===== src/rtl/or1200_vlx_unpack_if.sv =====
// Byte fetch port between the VLX unpacker and the data-memory byte port.
// The unpacker is the master: it raises byte_req with a stable byte_addr and
// the memory answers with a single-cycle byte_ack carrying byte_dat.
interface or1200_vlx_unpack_if;
  logic        byte_req;
  logic [31:0] byte_addr;
  logic        byte_ack;
  logic [7:0]  byte_dat;

  modport master (
    output byte_req,
    output byte_addr,
    input  byte_ack,
    input  byte_dat
  );

  modport slave (
    input  byte_req,
    input  byte_addr,
    output byte_ack,
    output byte_dat
  );
endinterface


===== src/rtl/or1200_vlx_unpack.sv =====
// VLX bit unpacker: fetches entropy-coded JPEG bytes, strips 0xFF/0x00
// stuffing, stops on markers and presents an MSB-first bit window to the
// Huffman decoder, which consumes 1..16 bits per cycle.
module or1200_vlx_unpack #(
  parameter int BUF_W  = 32,
  parameter int PEEK_W = 16
) (
  input  logic                        clk_i,
  input  logic                        rst_ni,
  input  logic                        start_i,
  input  logic [31:0]                 start_addr_i,
  or1200_vlx_unpack_if.master         mem,
  output logic [PEEK_W-1:0]           bits_o,
  output logic [$clog2(BUF_W+1)-1:0]  avail_o,
  input  logic                        consume_i,
  input  logic [4:0]                  consume_n_i,
  output logic                        err_o,
  output logic                        marker_found_o,
  output logic [7:0]                  marker_code_o,
  output logic                        busy_o
);

  localparam int AW = $clog2(BUF_W + 1);
  // A fetch is only allowed while the appended byte still fits.
  localparam logic [AW-1:0] REQ_LIM = AW'(BUF_W - 8);

  typedef enum logic [1:0] {
    S_IDLE    = 2'd0,
    S_RUN     = 2'd1,
    S_FF_SEEN = 2'd2,
    S_MARKER  = 2'd3
  } state_t;

  state_t            state_q, state_d;
  logic [BUF_W-1:0]  buf_q, buf_d;
  logic [AW-1:0]     avail_q, avail_d;
  logic [31:0]       addr_q;
  logic              pend_q;
  logic              err_q;
  logic              marker_q;
  logic [7:0]        code_q;

  logic [AW-1:0]     n_ext;
  logic              cons_ok;
  logic              cons_bad;
  logic [AW-1:0]     n_eff;
  logic [AW-1:0]     avail_mid;
  logic              active;
  logic              req_new;
  logic              req;
  logic              ack_v;
  logic              app;
  logic [7:0]        app_byte;
  logic              mark_hit;
  logic [AW-1:0]     app_sh;
  logic [BUF_W-1:0]  app_vec;

  // Consume qualification, fetch request and ack qualification.
  always_comb begin
    n_ext     = AW'(consume_n_i);
    cons_ok   = consume_i && (n_ext <= avail_q);
    cons_bad  = consume_i && (n_ext > avail_q);
    n_eff     = cons_ok ? n_ext : '0;
    avail_mid = avail_q - n_eff;
    active    = (state_q == S_RUN) || (state_q == S_FF_SEEN);
    // Threshold looks at the fill level after this cycle's consume, so a
    // same-cycle ack can never push the buffer past BUF_W.
    req_new   = active && (avail_mid <= REQ_LIM);
    // Once raised, the request is held until acked even if the level rises.
    req       = pend_q || req_new;
    ack_v     = mem.byte_ack && req && !start_i;
  end

  assign mem.byte_req  = req;
  assign mem.byte_addr = addr_q;

  // State register.
  always_ff @(posedge clk_i or negedge rst_ni) begin
    if (!rst_ni) state_q <= S_IDLE;
    else         state_q <= state_d;
  end

  // Next-state logic: stuffing and marker detection on each accepted byte.
  always_comb begin
    state_d = state_q;
    if (start_i) begin
      state_d = S_RUN;
    end else if (ack_v) begin
      case (state_q)
        S_RUN: begin
          if (mem.byte_dat == 8'hFF) state_d = S_FF_SEEN;
        end
        S_FF_SEEN: begin
          if (mem.byte_dat == 8'h00)      state_d = S_RUN;
          else if (mem.byte_dat != 8'hFF) state_d = S_MARKER;
        end
        default: state_d = state_q;
      endcase
    end
  end

  // State outputs: what to append and whether a marker was hit.
  always_comb begin
    busy_o   = (state_q == S_RUN) || (state_q == S_FF_SEEN);
    app      = 1'b0;
    app_byte = mem.byte_dat;
    mark_hit = 1'b0;
    if (ack_v) begin
      case (state_q)
        S_RUN: begin
          app = (mem.byte_dat != 8'hFF);
        end
        S_FF_SEEN: begin
          // 0xFF 0x00 decodes to a literal 0xFF; 0xFF 0xFF is fill.
          app      = (mem.byte_dat == 8'h00);
          app_byte = 8'hFF;
          mark_hit = (mem.byte_dat != 8'h00) && (mem.byte_dat != 8'hFF);
        end
        default: ;
      endcase
    end
  end

  // Next buffer contents: left-aligned shift-out plus append behind the tail.
  always_comb begin
    app_sh  = REQ_LIM - avail_mid;
    app_vec = BUF_W'(app_byte) << app_sh;
    buf_d   = (buf_q << n_eff) | (app ? app_vec : '0);
    avail_d = avail_mid + (app ? AW'(8) : AW'(0));
  end

  // Buffer, fill level, fetch address and status registers.
  always_ff @(posedge clk_i or negedge rst_ni) begin
    if (!rst_ni) begin
      buf_q    <= '0;
      avail_q  <= '0;
      addr_q   <= '0;
      pend_q   <= 1'b0;
      err_q    <= 1'b0;
      marker_q <= 1'b0;
      code_q   <= '0;
    end else if (start_i) begin
      buf_q    <= '0;
      avail_q  <= '0;
      addr_q   <= start_addr_i;
      pend_q   <= 1'b0;
      err_q    <= 1'b0;
      marker_q <= 1'b0;
      code_q   <= '0;
    end else begin
      buf_q   <= buf_d;
      avail_q <= avail_d;
      pend_q  <= req && !ack_v;
      err_q   <= cons_bad;
      if (ack_v) addr_q <= addr_q + 32'd1;
      if (mark_hit) begin
        marker_q <= 1'b1;
        code_q   <= mem.byte_dat;
      end
    end
  end

  assign bits_o         = buf_q[BUF_W-1 -: PEEK_W];
  assign avail_o        = avail_q;
  assign err_o          = err_q;
  assign marker_found_o = marker_q;
  assign marker_code_o  = code_q;

endmodule


===== src/flat_wrapper.sv =====
// flat-port wrapper written by rule: the top's interface ports become plain ports
module or1200_vlx_unpack_flat 
#(
  parameter int BUF_W  = 32,
  parameter int PEEK_W = 16
)
  (clk_i, rst_ni, start_i, start_addr_i, bits_o, avail_o, consume_i, consume_n_i, err_o, marker_found_o, marker_code_o, busy_o, mem_byte_req, mem_byte_addr, mem_byte_ack, mem_byte_dat);
  or1200_vlx_unpack_if mem_i ();
  input  logic clk_i;
  input  logic rst_ni;
  input  logic start_i;
  input  logic [31:0] start_addr_i;
  output logic [PEEK_W-1:0] bits_o;
  output logic [$clog2(BUF_W+1)-1:0] avail_o;
  input  logic consume_i;
  input  logic [4:0] consume_n_i;
  output logic err_o;
  output logic marker_found_o;
  output logic [7:0] marker_code_o;
  output logic busy_o;
  output wire logic [$bits(mem_i.byte_req)-1:0] mem_byte_req;
  output wire logic [$bits(mem_i.byte_addr)-1:0] mem_byte_addr;
  input wire logic [$bits(mem_i.byte_ack)-1:0] mem_byte_ack;
  input wire logic [$bits(mem_i.byte_dat)-1:0] mem_byte_dat;
  assign mem_byte_req = mem_i.byte_req;
  assign mem_byte_addr = mem_i.byte_addr;
  assign mem_i.byte_ack = mem_byte_ack;
  assign mem_i.byte_dat = mem_byte_dat;
  or1200_vlx_unpack #(.BUF_W(BUF_W), .PEEK_W(PEEK_W)) u_core (.clk_i(clk_i), .rst_ni(rst_ni), .start_i(start_i), .start_addr_i(start_addr_i), .mem(mem_i), .bits_o(bits_o), .avail_o(avail_o), .consume_i(consume_i), .consume_n_i(consume_n_i), .err_o(err_o), .marker_found_o(marker_found_o), .marker_code_o(marker_code_o), .busy_o(busy_o));
endmodule

===== config.mk =====
export PLATFORM = sky130hd
export DESIGN_NAME = or1200_vlx_unpack_flat
export DESIGN_NICKNAME = d
export VERILOG_FILES = /design/src/rtl/or1200_vlx_unpack_if.sv /design/src/rtl/or1200_vlx_unpack.sv /design/src/flat_wrapper.sv
export SDC_FILE = /design/constraint.sdc
export NUM_CORES = 1
export LEC_CHECK = 0
export CORE_AREA = 5 5 125 127
export DETAILED_ROUTE_END_ITERATION = 10
export DIE_AREA = 0 0 130 132
export PLACE_DENSITY = 0.78
export REMOVE_ABC_BUFFERS = 1
export SYNTH_ARGS = -nofsm -noshare
export SYNTH_HDL_FRONTEND = slang
export SYNTH_SLANG_ARGS = --single-unit

===== constraint.sdc =====
create_clock -name clk_i -period 4.4 [get_ports clk_i]
set_input_delay 0.44 -clock clk_i [delete_from_list [all_inputs] [get_ports clk_i]]
set_output_delay 0.44 -clock clk_i [all_outputs]
set_load 0.05 [all_outputs]

# Word-level counts from Yosys, hierarchy flattened
# Index checks and enable logic that the tools add are counted.
[totals] register_bits=83 output_inout_bits=66 elab_cells=66
[op_classes] add_sub_neg=4 n_lt_le_gt_ge=3 n_eq_ne=6 shifts=2 n_mux=25 bitwise=1 reduce_logical=17
[op_table] cell="2-to-1 mux 32 bit" n=4
[op_table] cell="adder 32 x 1 -> 32 bit, second input constant" n=1
[op_table] cell="2-to-1 mux 8 bit" n=4
[op_table] cell="bitwise OR 32 bit" n=1
[op_table] cell="<< shifter 32 x 6 -> 32 bit" n=1
[op_table] cell="<< shifter 8 x 6 -> 32 bit" n=1
[op_table] cell="2-to-1 mux 2 bit" n=5
[op_table] cell="== test 8 bit, second input constant" n=1
[op_table] cell="logical NOT 8 bit" n=1
[op_table] cell="inequality test 8 bit, second input constant" n=1
[op_table] cell="nonzero test 8 bit" n=1
[op_table] cell="logical AND 1 bit" n=7
[op_table] cell="2-to-1 mux 1 bit" n=7
[op_table] cell="adder 6 bit" n=1
[op_table] cell="> comparator 5 x 6 -> 1 bit" n=1
[op_table] cell="<= comparator 5 x 6 -> 1 bit" n=1
[op_table] cell="<= comparator 6 x 5 -> 1 bit, second input constant" n=1
[op_table] cell="2-to-1 mux 6 bit" n=1
[op_table] cell="subtractor 5 x 6 -> 6 bit, first input constant" n=1
[op_table] cell="subtractor 6 bit" n=1
[op_table] cell="2-to-1 mux 5 bit" n=1
[op_table] cell="2-to-1 mux 4 bit" n=1
[op_table] cell="inequality test 4 x 2 -> 1 bit, second input constant" n=1
[op_table] cell="one-hot mux 2 bit (2 select lines)" n=1
[op_table] cell="9 further kinds" n=12

# Logic depth before layout (Yosys ltp)
# Gate-level depths: netlist of run 1.
[logic_depth] ltp_word=14 mapped_depth=22 ltp_nobuf=18

# Least setup slack after synthesis of run 1
# No wires, ideal clock.
[synth_timing] path_kind="reg-to-reg" startpoint="register u_core.avail_q[1], in the netlist u_core.avail_o[1]" endpoint="register u_core.buf_q[29]" setup_ns=0.126 arrival_ns=4.628 slack_ns=-0.354 path_stages_with_launch=19 synth_period_minus_slack_ns=4.754 cell_sequence="dfrtp_1 inv_1 ha_1 nor2b_1 o31ai_1 a21oi_1 buf_2 buf_2 nor2_1 ha_1 fa_1 ha_1 and2_1 o311a_4 o211a_4 buf_2 o2bb2ai_2 mux2i_1 a221o_1"
[synth_via] elab_chain_len=14 elab_cells_between_ends=17
[synth_lines] element="start, declared" line="or1200_vlx_unpack.sv:36" rtl="logic [AW-1:0] avail_q, avail_d;"
[synth_lines] element="start signal, assigned" line="or1200_vlx_unpack.sv:152" rtl="avail_q <= avail_d;"
[synth_lines] element="<= comparator 5 x 6 -> 1 bit" line="or1200_vlx_unpack.sv:61" rtl="cons_ok = consume_i && (n_ext <= avail_q);"
[synth_lines] element="logical AND 1 bit" line="or1200_vlx_unpack.sv:61"
[synth_lines] element="2-to-1 mux 5 bit" line="or1200_vlx_unpack.sv:63" rtl="n_eff = cons_ok ? n_ext : '0;"
[synth_lines] element="subtractor 6 bit" line="or1200_vlx_unpack.sv:64" rtl="avail_mid = avail_q - n_eff;"
[synth_lines] element="<= comparator 6 x 5 -> 1 bit" line="or1200_vlx_unpack.sv:68" rtl="req_new = active && (avail_mid <= REQ_LIM);"
[synth_lines] element="logical AND 1 bit" line="or1200_vlx_unpack.sv:68"
[synth_lines] element="logical OR 1 bit" line="or1200_vlx_unpack.sv:70" rtl="req = pend_q || req_new;"
[synth_lines] element="logical AND 1 bit (2 in series)" line="or1200_vlx_unpack.sv:71" rtl="ack_v = mem.byte_ack && req && !start_i;"
[synth_lines] element="2-to-1 mux 8 bit" line="or1200_vlx_unpack.sv:108" rtl="if (ack_v) begin"
[synth_lines] element="<< shifter 8 x 6 -> 32 bit" line="or1200_vlx_unpack.sv:127" rtl="app_vec = BUF_W'(app_byte) << app_sh;"
[synth_lines] element="2-to-1 mux 32 bit" line="or1200_vlx_unpack.sv:128" rtl="buf_d = (buf_q << n_eff) | (app ? app_vec : '0);"
[synth_lines] element="bitwise OR 32 bit (*)" line="or1200_vlx_unpack.sv:128"
[synth_lines] element="2-to-1 mux 32 bit (*)" line="or1200_vlx_unpack.sv:142" rtl="end else if (start_i) begin"
[synth_lines] element="end signal, assigned" line="or1200_vlx_unpack.sv:151" rtl="buf_q <= buf_d;"
[synth_lines] element="end, declared" line="or1200_vlx_unpack.sv:35" rtl="logic [BUF_W-1:0] buf_q, buf_d;"
# Every way passes the cells marked *; elsewhere a longest branch is shown, timed or not.
# A chain may end at the register's enable or synchronous reset.

# Final worst setup path of run 1
[layout_timing] startpoint="input port consume_n_i[4]" endpoint="register u_core.buf_q[28]"
[layout_via] elab_chain_len=14 elab_cells_between_ends=17
[layout_lines] element="start, declared" line="flat_wrapper.sv:16" rtl="input logic [4:0] consume_n_i;"
[layout_lines] element="<= comparator 5 x 6 -> 1 bit" line="or1200_vlx_unpack.sv:61"
[layout_lines] element="logical AND 1 bit" line="or1200_vlx_unpack.sv:61"
[layout_lines] element="2-to-1 mux 5 bit (*)" line="or1200_vlx_unpack.sv:63"
[layout_lines] element="subtractor 6 bit" line="or1200_vlx_unpack.sv:64"
[layout_lines] element="<= comparator 6 x 5 -> 1 bit" line="or1200_vlx_unpack.sv:68"
[layout_lines] element="logical AND 1 bit" line="or1200_vlx_unpack.sv:68"
[layout_lines] element="logical OR 1 bit" line="or1200_vlx_unpack.sv:70"
[layout_lines] element="logical AND 1 bit (2 in series)" line="or1200_vlx_unpack.sv:71"
[layout_lines] element="2-to-1 mux 8 bit" line="or1200_vlx_unpack.sv:108"
[layout_lines] element="<< shifter 8 x 6 -> 32 bit" line="or1200_vlx_unpack.sv:127"
[layout_lines] element="2-to-1 mux 32 bit" line="or1200_vlx_unpack.sv:128"
[layout_lines] element="bitwise OR 32 bit (*)" line="or1200_vlx_unpack.sv:128"
[layout_lines] element="2-to-1 mux 32 bit (*)" line="or1200_vlx_unpack.sv:142"
# Marks and branches as above.

==> results.json, run 1 <==
{
  "die_width_um": 130,
  "portBuffers": 115,
  "drt_iter0_markers": 805,
  "first_pass_iters": 5,
  "worstSetupEndpointType": "flip-flop",
  "critPathMaxFanout": 8,
  "chipHeight_um": 132,
  "clk_pin_slew_ns": 0.07,
  "async_reset_ff_share_pct": 100,
  "fin_skew_ns": 0.00523,
  "arrival_ns": 4.60,
  "cts_tree": "done",
  "h-tree-depth": 3,
  "core_area_um2": 14300,
  "synth_ff_type": "dfrtp_1",
  "maxSlewHeadroom_pct": 50.3,
  "die_area_um2": 17200,
  "period_share_pct": 99.5,
  "area_growth_pct": 29.4,
  "irDropWorstVdd_uv": 635,
  "period_minus_slack_ns": 4.38,
  "antenna_found_initial": 0,
  "drc": 0,
  "power_leakage_uw": 0.00377,
  "hold_path_class": "in -> async",
  "grt_max_degree": 77,
  "p_per_area_nw_per_um2": 869,
  "finish.utilization_pct": 63.6,
  "io_pins": 116,
  "finalHoldViolCount": 0,
  "drive_above_1_share_pct": 14.8,
  "syn-cell-area_um2": 7030,
  "fin_cells": 1232,
  "dp_hpwl_um": 17100,
  "ant_nets": 0,
  "syn_area_per_cell_um2": 7.75,
  "syn_inst": 907,
  "synth_seq_area_share_pct": 29.5,
  "cts-root-buf": "clkbuf_16",
  "yosysWarnings": 0,
  "status": "complete, no violations",
  "crit_required_ns": 4.62,
  "worst_pin_slew_ns": 0.743,
  "synth-edff-count": 0,
  "vias": 7540,
  "clock-sinks": 83,
  "fin_nets": 1110,
  "setup_viol": 0,
  "clk_latency_ns": 0.34,
  "vias_per_cell": 6.12,
  "final_max_slew_viol_count": 0,
  "antennaDiodeCount": 0,
  "routabilityCongestion": 0.964,
  "grt_first_pass_wirelength_um": 37500,
  "maxCapViolCount": 0,
  "floorplan.initialDensity_pct": 49.1,
  "cts_max_path_buffers": 2,
  "fmax_ghz": 0.229,
  "floorplan.rows": 44,
  "cts-buffers-inserted": 9,
  "synth-seq-cells": 83,
  "placed_cells": 1213,
  "yosysUniqueCellTypes": 76,
  "track_usage_pct": 26.9,
  "wire_per_inst_um": 19.2,
  "routed_wl_um": 23700,
  "layout_common_cells": "110 x nand2_1, 110 x clkdlybuf4s50_1, 92 x buf_4, 88 x nor2_1, 83 x dfrtp_1",
  "critPathKind": "in -> reg",
  "overflow": 0,
  "first_global_vias": 7023,
  "cp-start-kind": "primary input"
}
[final cells by class]
cell class | count | area [µm²]
flip-flops and latches | 83 | 2080
well taps | 184 | 230
clock buffers | 10 | 239
fillers | 1240 | 5210
inverters | 32 | 120
repair buffers | 206 | 1830
multi-input cells | 711 | 4560
clock inverters | 6 | 47.5
[critical path: stages]
cell and delay (ns):
clkdlybuf4s50_1 0.46, ha_4 0.31, o211a_1 0.19, o31ai_2 0.09
buf_4 0.15, a21oi_4 0.24, nor2_4 0.05, ha_2 0.18
fa_1 0.47, ha_1 0.22, and2_1 0.18, o311a_4 0.36
buf_4 0.17, o211a_4 0.28, buf_4 0.17, nor2_2 0.11
or3_1 0.10, o221ai_1 0.15, a32o_2 0.27
[stage by stage]
stage               TNS (ns)  hold WS [ns]  cell area [µm²]  total power, µW  setup slack (ns)
floorplan            -126.74         0.144             6650             4470             -1.79
global placement       -8.43         0.453             8690             6790            -0.298
detailed placement    -14.94         0.463             8690             6810            -0.439
CTS                        0        0.0982             9010             7660            0.0740
global route           -1.17         0.121             9100             8360            -0.113
finish                     0        0.0798             9100             7910            0.0237
[timing repair]
action,CTS,global route
resized for setup,10,15
pin swaps,2,3
endpoints found under the hold margin,0,0
setup endpoints to repair,8,37
buffers inserted,2,1
hold buffers,0,0
[cell families (layout without fill, tap and decap cells)]
| family | Yosys count | in the layout | share of synthesized area [%] |
|---|---|---|---|
| and+or+nand+nor | 315 | 315 | 20.8 |
| AOI/OAI and AO/OA | 305 | 305 | 29.4 |
| buffers and inverters | 113 | 254 | 7.15 |
| DFF | 83 | 83 | 29.5 |
| xor gates and xnor gates | 42 | 42 | 5.23 |
| muxes | 32 | 32 | 4.79 |
| adders and majority gates | 17 | 17 | 3.13 |
[layer usage]
layer  vias to the layer above  track usage (%)  routed length, µm
met5                         -                0                  0
met4                         0             9.47                687
met3                        65             6.04               2100
met2                       400             41.3              10900
met1                      3547             37.2               9940
li1                       3528                -                  -
[power breakdown]
group | switching, µW | internal [µW] | total, µW
logic | 3450 | 2530 | 5990
clock network | 337 | 403 | 740
registers | 252 | 934 | 1190
[registers in the layout, indices dropped and copies added (netlist names)]
signal,cells
u_core.mem.byte_addr,32
u_core.marker_code_o,8
u_core.buf_q,32
u_core.err_o,1
u_core.marker_found_o,1
u_core.pend_q,1
u_core.state_q,2
u_core.avail_o,6
[cells in the mapped netlist, types with 7 or more instances]
master / n / area (µm²)
nand2b_1: 15 / 93.8
a21oi_1: 48 / 240
o211ai_1: 22 / 165
buf_2: 15 / 75.1
nor3_1: 13 / 65.1
o21ai_1: 15 / 75.1
ha_1: 16 / 200
o21a_1: 7 / 52.6
inv_1: 31 / 116
a31oi_1: 20 / 125
buf_4: 16 / 120
a21o_1: 9 / 67.6
nor2_1: 93 / 349
nand3_1: 17 / 85.1
nand4_1: 8 / 50.1
and2_1: 10 / 62.6
and3_1: 9 / 56.3
xnor2_1: 24 / 210
nand2_1: 110 / 413
o22ai_1: 15 / 93.8
xor2_1: 18 / 158
o21ai_0: 80 / 400
a22o_1: 7 / 61.3
nor2b_1: 8 / 50.1
buf_1: 8 / 30.0
dfrtp_1: 83 / 2080
clkbuf_1: 42 / 158
mux2i_1: 28 / 280
a22oi_1: 9 / 67.6
a211oi_1: 7 / 52.6
[worst paths after layout]
check | slack (ns) | start | endpoint | cells past startpoint
worst max register to register | 0.13 | u_core.avail_o[1]$_DFF_PN0_ | u_core.buf_q[28]$_DFF_PN0_ | 19
min in group clk_i | 0.51 | u_core.marker_code_o[5]$_DFFE_PN0P_ | u_core.marker_code_o[5]$_DFFE_PN0P_ | 1
worst max-delay path | 0.02 | consume_n_i[4] | u_core.buf_q[28]$_DFF_PN0_ | 19
max in group asynchronous | 3.33 | rst_ni | u_core.mem.byte_addr[8]$_DFFE_PN0P_ | 2
worst min register to register | 0.51 | u_core.marker_code_o[5]$_DFFE_PN0P_ | u_core.marker_code_o[5]$_DFFE_PN0P_ | 1
worst min-delay path | 0.08 | rst_ni | u_core.state_q[1]$_DFFE_PN0P_ | 1
(Power assumes the default switching activity.)
==> inputs of run 2 (changes only) <==
Settings changed: CTS_BUF_LIST from default to sky130_fd_sc_hd__clkbuf_4 sky130_fd_sc_hd__clkbuf_8.
==> results.json, run 2 (synthesized netlist as in run 1, its figures left out) <==
{
  "status": "complete, no violations",
  "rsz0062_at_grt": "true",
  "cp-start-kind": "primary input",
  "grt_max_degree": 77,
  "ant_nets": 0,
  "crit_required_ns": 4.66,
  "cpPeakStageDelay_ns": 0.52,
  "floorplan.initialDensity_pct": 49.1,
  "critPathMaxFanout": 8,
  "cp_cell_sequence": "clkdlybuf4s50_1 > ha_4 > o211a_1 > o31ai_2 > buf_4 > a21oi_4 > nor2_4 > ha_2 > fa_1 > ha_1 > and2_1 > o311a_4 > buf_4 > o211a_4 > buf_4 > o2bb2ai_2 > mux2i_1 > a221o_1",
  "final_max_slew_viol_count": 0,
  "finalHoldViolCount": 0,
  "worst_pin_slew_ns": 0.772,
  "layout_common_cells": "110 x nand2_1, 110 x clkdlybuf4s50_1, 91 x buf_4, 88 x nor2_1, 83 x dfrtp_1",
  "grt_first_pass_wirelength_um": 37000,
  "setup_viol": 0,
  "first_pass_iters": 6,
  "drive_above_1_share_pct": 14.4,
  "placed_cells": 1213,
  "cts_tree": "done",
  "arrival_ns": 4.61,
  "first_global_vias": 6956,
  "swShare_pct": 51.8,
  "antenna_found_initial": 0,
  "fin_nets": 1109,
  "area_growth_pct": 27.6,
  "fin_skew_ns": 0.00738,
  "maxCapViolCount": 0,
  "clock-sinks": 83,
  "period_share_pct": 98.8,
  "cts_max_path_buffers": 2,
  "dp_hpwl_um": 17100,
  "portBuffers": 115,
  "clk_pin_slew_ns": 0.09,
  "slowest_stage": "fa_1",
  "p_comb_share_pct": 77.2,
  "vias_per_cell": 6.07,
  "hold_ws_ns": 0.0371,
  "routed_wl_um": 23200,
  "critPathKind": "in -> reg",
  "cp_num_buf_inv": 4,
  "period_minus_slack_ns": 4.35,
  "power_frac_clock_pct": 7.1,
  "cts-root-buf": "clkbuf_8",
  "die_area_um2": 17200,
  "antennaDiodeCount": 0,
  "dpl_worst_slack_ns": -0.439,
  "chipHeight_um": 132,
  "path_delay_family": "compound AO/OA/AOI/OAI gates",
  "vias": 7468,
  "die_width_um": 130,
  "fmax_ghz": 0.230,
  "routabilityCongestion": 0.964,
  "irDropWorstVdd_uv": 604,
  "power_frac_seq_pct": 15.7,
  "overflow": 0,
  "switchingPower_uw": 3930,
  "power_leakage_uw": 0.00372,
  "p_int_uw": 3650,
  "drt_iter0_markers": 723,
  "wire_per_inst_um": 18.8,
  "core_area_um2": 14300,
  "clk_latency_ns": 0.37,
  "drc": 0,
  "p_per_area_nw_per_um2": 844,
  "path_common_cell": "buf_4",
  "h-tree-depth": 3,
  "io_pins": 116,
  "finish.utilization_pct": 62.7,
  "track_usage_pct": 26.5,
  "maxSlewHeadroom_pct": 48.4,
  "cts-buffers-inserted": 9,
  "fin_ws_ns": 0.0509,
  "floorplan.rows": 44,
  "fin_cells": 1231,
  "worstSetupEndpointType": "flip-flop",
  "hold_path_class": "in -> async"
}
[run 2: per-layer routing]
metal  track usage, %  part of all wire, %
met4             8.78                  2.7
met1             36.7                   42
met3             6.60                  8.9
met5                0                    0
met2             40.5                   46
[run 2: worst paths after layout]
check,endpoint,start,slack (ns),cells past startpoint
setup / recovery,u_core.buf_q[29]$_DFF_PN0_,consume_n_i[4],0.05,18
hold / removal,u_core.state_q[1]$_DFFE_PN0P_,rst_ni,0.04,1
setup reg to reg,u_core.buf_q[29]$_DFF_PN0_,u_core.avail_o[1]$_DFF_PN0_,0.12,18
hold reg to reg,u_core.marker_code_o[5]$_DFFE_PN0P_,u_core.marker_code_o[5]$_DFFE_PN0P_,0.53,1
max in group asynchronous,u_core.marker_code_o[4]$_DFFE_PN0P_,rst_ni,3.36,2
min in group clk_i,u_core.marker_code_o[5]$_DFFE_PN0P_,u_core.marker_code_o[5]$_DFFE_PN0P_,0.53,1
[run 2: metrics by stage]
stage / power (µW) / cell area (µm²) / TNS [ns]
floorplan: 4470 / 6650 / -126.74
global placement: 6790 / 8690 / -8.43
detailed placement: 6810 / 8690 / -14.94
CTS: 7400 / 8900 / 0
global route: 8060 / 8970 / -0.957
finish: 7580 / 8970 / 0
[run 2: worst register-to-register path, stage by stage, from the launching register on]
cell and delay (ns):
dfrtp_1 0.37, inv_2 0.06, ha_1 0.30, nor2b_1 0.15
o31ai_2 0.27, buf_4 0.18, a21oi_4 0.08, nor2_4 0.10
ha_2 0.19, fa_1 0.47, ha_1 0.23, and2_1 0.17
o311a_4 0.36, buf_4 0.17, o211a_4 0.28, buf_4 0.17
o2bb2ai_2 0.15, mux2i_1 0.12, a221o_1 0.35
[run 2: timing repair]
| item | 4_1_cts | 5_1_grt |
|---|---|---|
| endpoints found under the setup margin | 2 | 53 |
| pin swaps | 1 | 4 |
| gates resized for setup | 5 | 16 |
| setup buffers | 1 | 1 |
| hold buffers | 0 | 0 |
[run 2: cell type report]
type / instances / area (µm²)
Clock inverter: 6 / 47.5
Clock buffer: 10 / 138
Fill cell: 1263 / 5340
Inverter: 32 / 120
Multi-Input combinational cell: 711 / 4530
Tap cell: 184 / 230
Sequential cell: 83 / 2080
Timing Repair Buffer: 205 / 1830
[run 2: power by group through the flow]
| stage | registers [µW] | clock network (µW) | logic (µW) |
|---|---|---|---|
| detailed placement | 1180 | 0 | 5620 |
| global placement | 1180 | 0 | 5610 |
| global route | 1200 | 580 | 6280 |
| finish | 1190 | 537 | 5850 |
| floorplan | 1530 | 0 | 2940 |
| CTS | 1170 | 548 | 5680 |
==> inputs of run 3 (changes only) <==
Settings changed: REMOVE_ABC_BUFFERS 1 to default.
==> results.json, run 3 (synthesized netlist as in run 1, its figures left out) <==
{
  "status": "complete, no violations",
  "die_width_um": 130,
  "cts-buffers-inserted": 9,
  "cts_max_path_buffers": 2,
  "cp-start-kind": "primary input",
  "io_pins": 116,
  "cts-root-buf": "clkbuf_8",
  "chipHeight_um": 132,
  "h-tree-depth": 3,
  "die_area_um2": 17200,
  "overflow": 0,
  "worstSetupEndpointType": "primary output",
  "final_common_cell": "clkdlybuf4s50_1",
  "period_minus_slack_ns": 4.26,
  "final_max_slew_viol_count": 0,
  "routed_wl_um": 23100,
  "grt_first_pass_wirelength_um": 36800,
  "grt_max_degree": 73,
  "floorplan.rows": 44,
  "drive_above_1_share_pct": 14.2,
  "arrival_ns": 3.82,
  "fin_skew_ns": 0.0145,
  "setup_viol": 0,
  "ant_nets": 0,
  "antennaDiodeCount": 0,
  "p_per_area_nw_per_um2": 865,
  "fillers": 1241,
  "critPathMaxFanout": 7,
  "dp_hpwl_um": 17000,
  "clock-sinks": 83,
  "irDropWorstVdd_uv": 1140,
  "finalHoldViolCount": 0,
  "first_global_vias": 7152,
  "clk_pin_slew_ns": 0.09,
  "routabilityCongestion": 1.01,
  "area_growth_pct": 27.7,
  "finalPower_uw": 7770,
  "startpoint": "consume_n_i[1]",
  "hold_ws_ns": 0.0371,
  "vias": 7541,
  "drt_iter0_markers": 944,
  "hold_path_class": "in -> async",
  "critPathKind": "in -> out",
  "hold_buffers": 0,
  "fmax_ghz": 0.235,
  "clk_latency_ns": 0.38,
  "worst_pin_slew_ns": 0.774,
  "wire_per_inst_um": 18.9,
  "power_leakage_uw": 0.00367,
  "drc": 0,
  "synth_nets": 974,
  "fin_nets": 1098,
  "cts_tree": "done",
  "vias_per_cell": 6.18,
  "track_usage_pct": 26.5,
  "portBuffers": 115,
  "layout_common_cells": "111 x clkdlybuf4s50_1, 110 x nand2_1, 90 x nor2_1, 79 x buf_4, 79 x dfrtp_1",
  "maxSlewHeadroom_pct": 48.2,
  "r2r_start": "u_core.avail_o[4]$_DFF_PN0_",
  "first_pass_iters": 6,
  "floorplan.initialDensity_pct": 49.1,
  "period_share_pct": 96.8,
  "crit_required_ns": 3.96,
  "antenna_found_initial": 0,
  "core_area_um2": 14300,
  "maxCapViolCount": 0
}
-- run 3: final cells by class --
cell class / instances / area (µm²) / share of cell area, %
Clock inverter: 7 / 97.6 / 1.09
Inverter: 32 / 121 / 1.35
Clock buffer: 9 / 124 / 1.38
Tap cell: 184 / 230 / 2.56
Multi-Input combinational cell: 712 / 4590 / 51.1
Sequential cell: 83 / 2080 / 23.2
Timing Repair Buffer: 193 / 1730 / 19.3
-- run 3: metrics by stage --
step	cells	util, %	instance area, µm²	TNS [ns]	setup WS, ns
after floorplan	907	-	7070	-0.00954	-0.00954
after global placement	1200	60.2	8620	-2.55	-0.173
after detailed placement	1200	60.2	8620	-9.28	-0.340
after CTS	1216	61.8	8850	0	0.00258
after global routing	1220	62.7	8980	-0.565	-0.0613
final	1220	62.7	8980	0	0.141
-- run 3: final timing paths --
path	end	slack, ns	cells after the start
max	mem_byte_req	0.14	15
min	u_core.buf_q[9]$_DFF_PN0_	0.04	1
max reg2reg	u_core.buf_q[22]$_DFF_PN0_	0.18	18
min reg2reg	u_core.marker_code_o[4]$_DFFE_PN0P_	0.51	1
max in group asynchronous	u_core.marker_code_o[6]$_DFFE_PN0P_	3.41	2
min in group clk_i	u_core.marker_code_o[4]$_DFFE_PN0P_	0.51	1
-- run 3: what timing repair did --
action | in CTS | in global routing
cloned | 0 | 1
endpoints found under the setup margin | 1 | 33
resized for setup | 1 | 20
pin swaps | 0 | 2
setup buffers | 0 | 3
-- run 3: metal layers --
metal	track usage [%]	wire [µm]	up-vias
li1	-	-	3517
met1	36.4	9380	3500
met2	40.0	10300	446
met3	5.92	2460	78
met4	11.4	927	0
met5	0	0	-
-- run 3: critical path, stage by stage --
cell	delay [ns]
clkdlybuf4s50_1	0.44
ha_1	0.31
and3_1	0.20
a22o_1	0.23
a21oi_4	0.19
nor2_2	0.06
ha_2	0.19
fa_2	0.48
ha_1	0.21
and2_1	0.18
o311a_4	0.36
buf_4	0.18
nor2_4	0.11
inv_1	0.09
buf_12	0.15
-- run 3: where the power goes --
part / total (µW) / internal (µW) / switching [µW]
logic: 5930 / 2490 / 3440
clock network: 624 / 322 / 302
registers: 1210 / 935 / 277
total: 7770 / 3750 / 4020
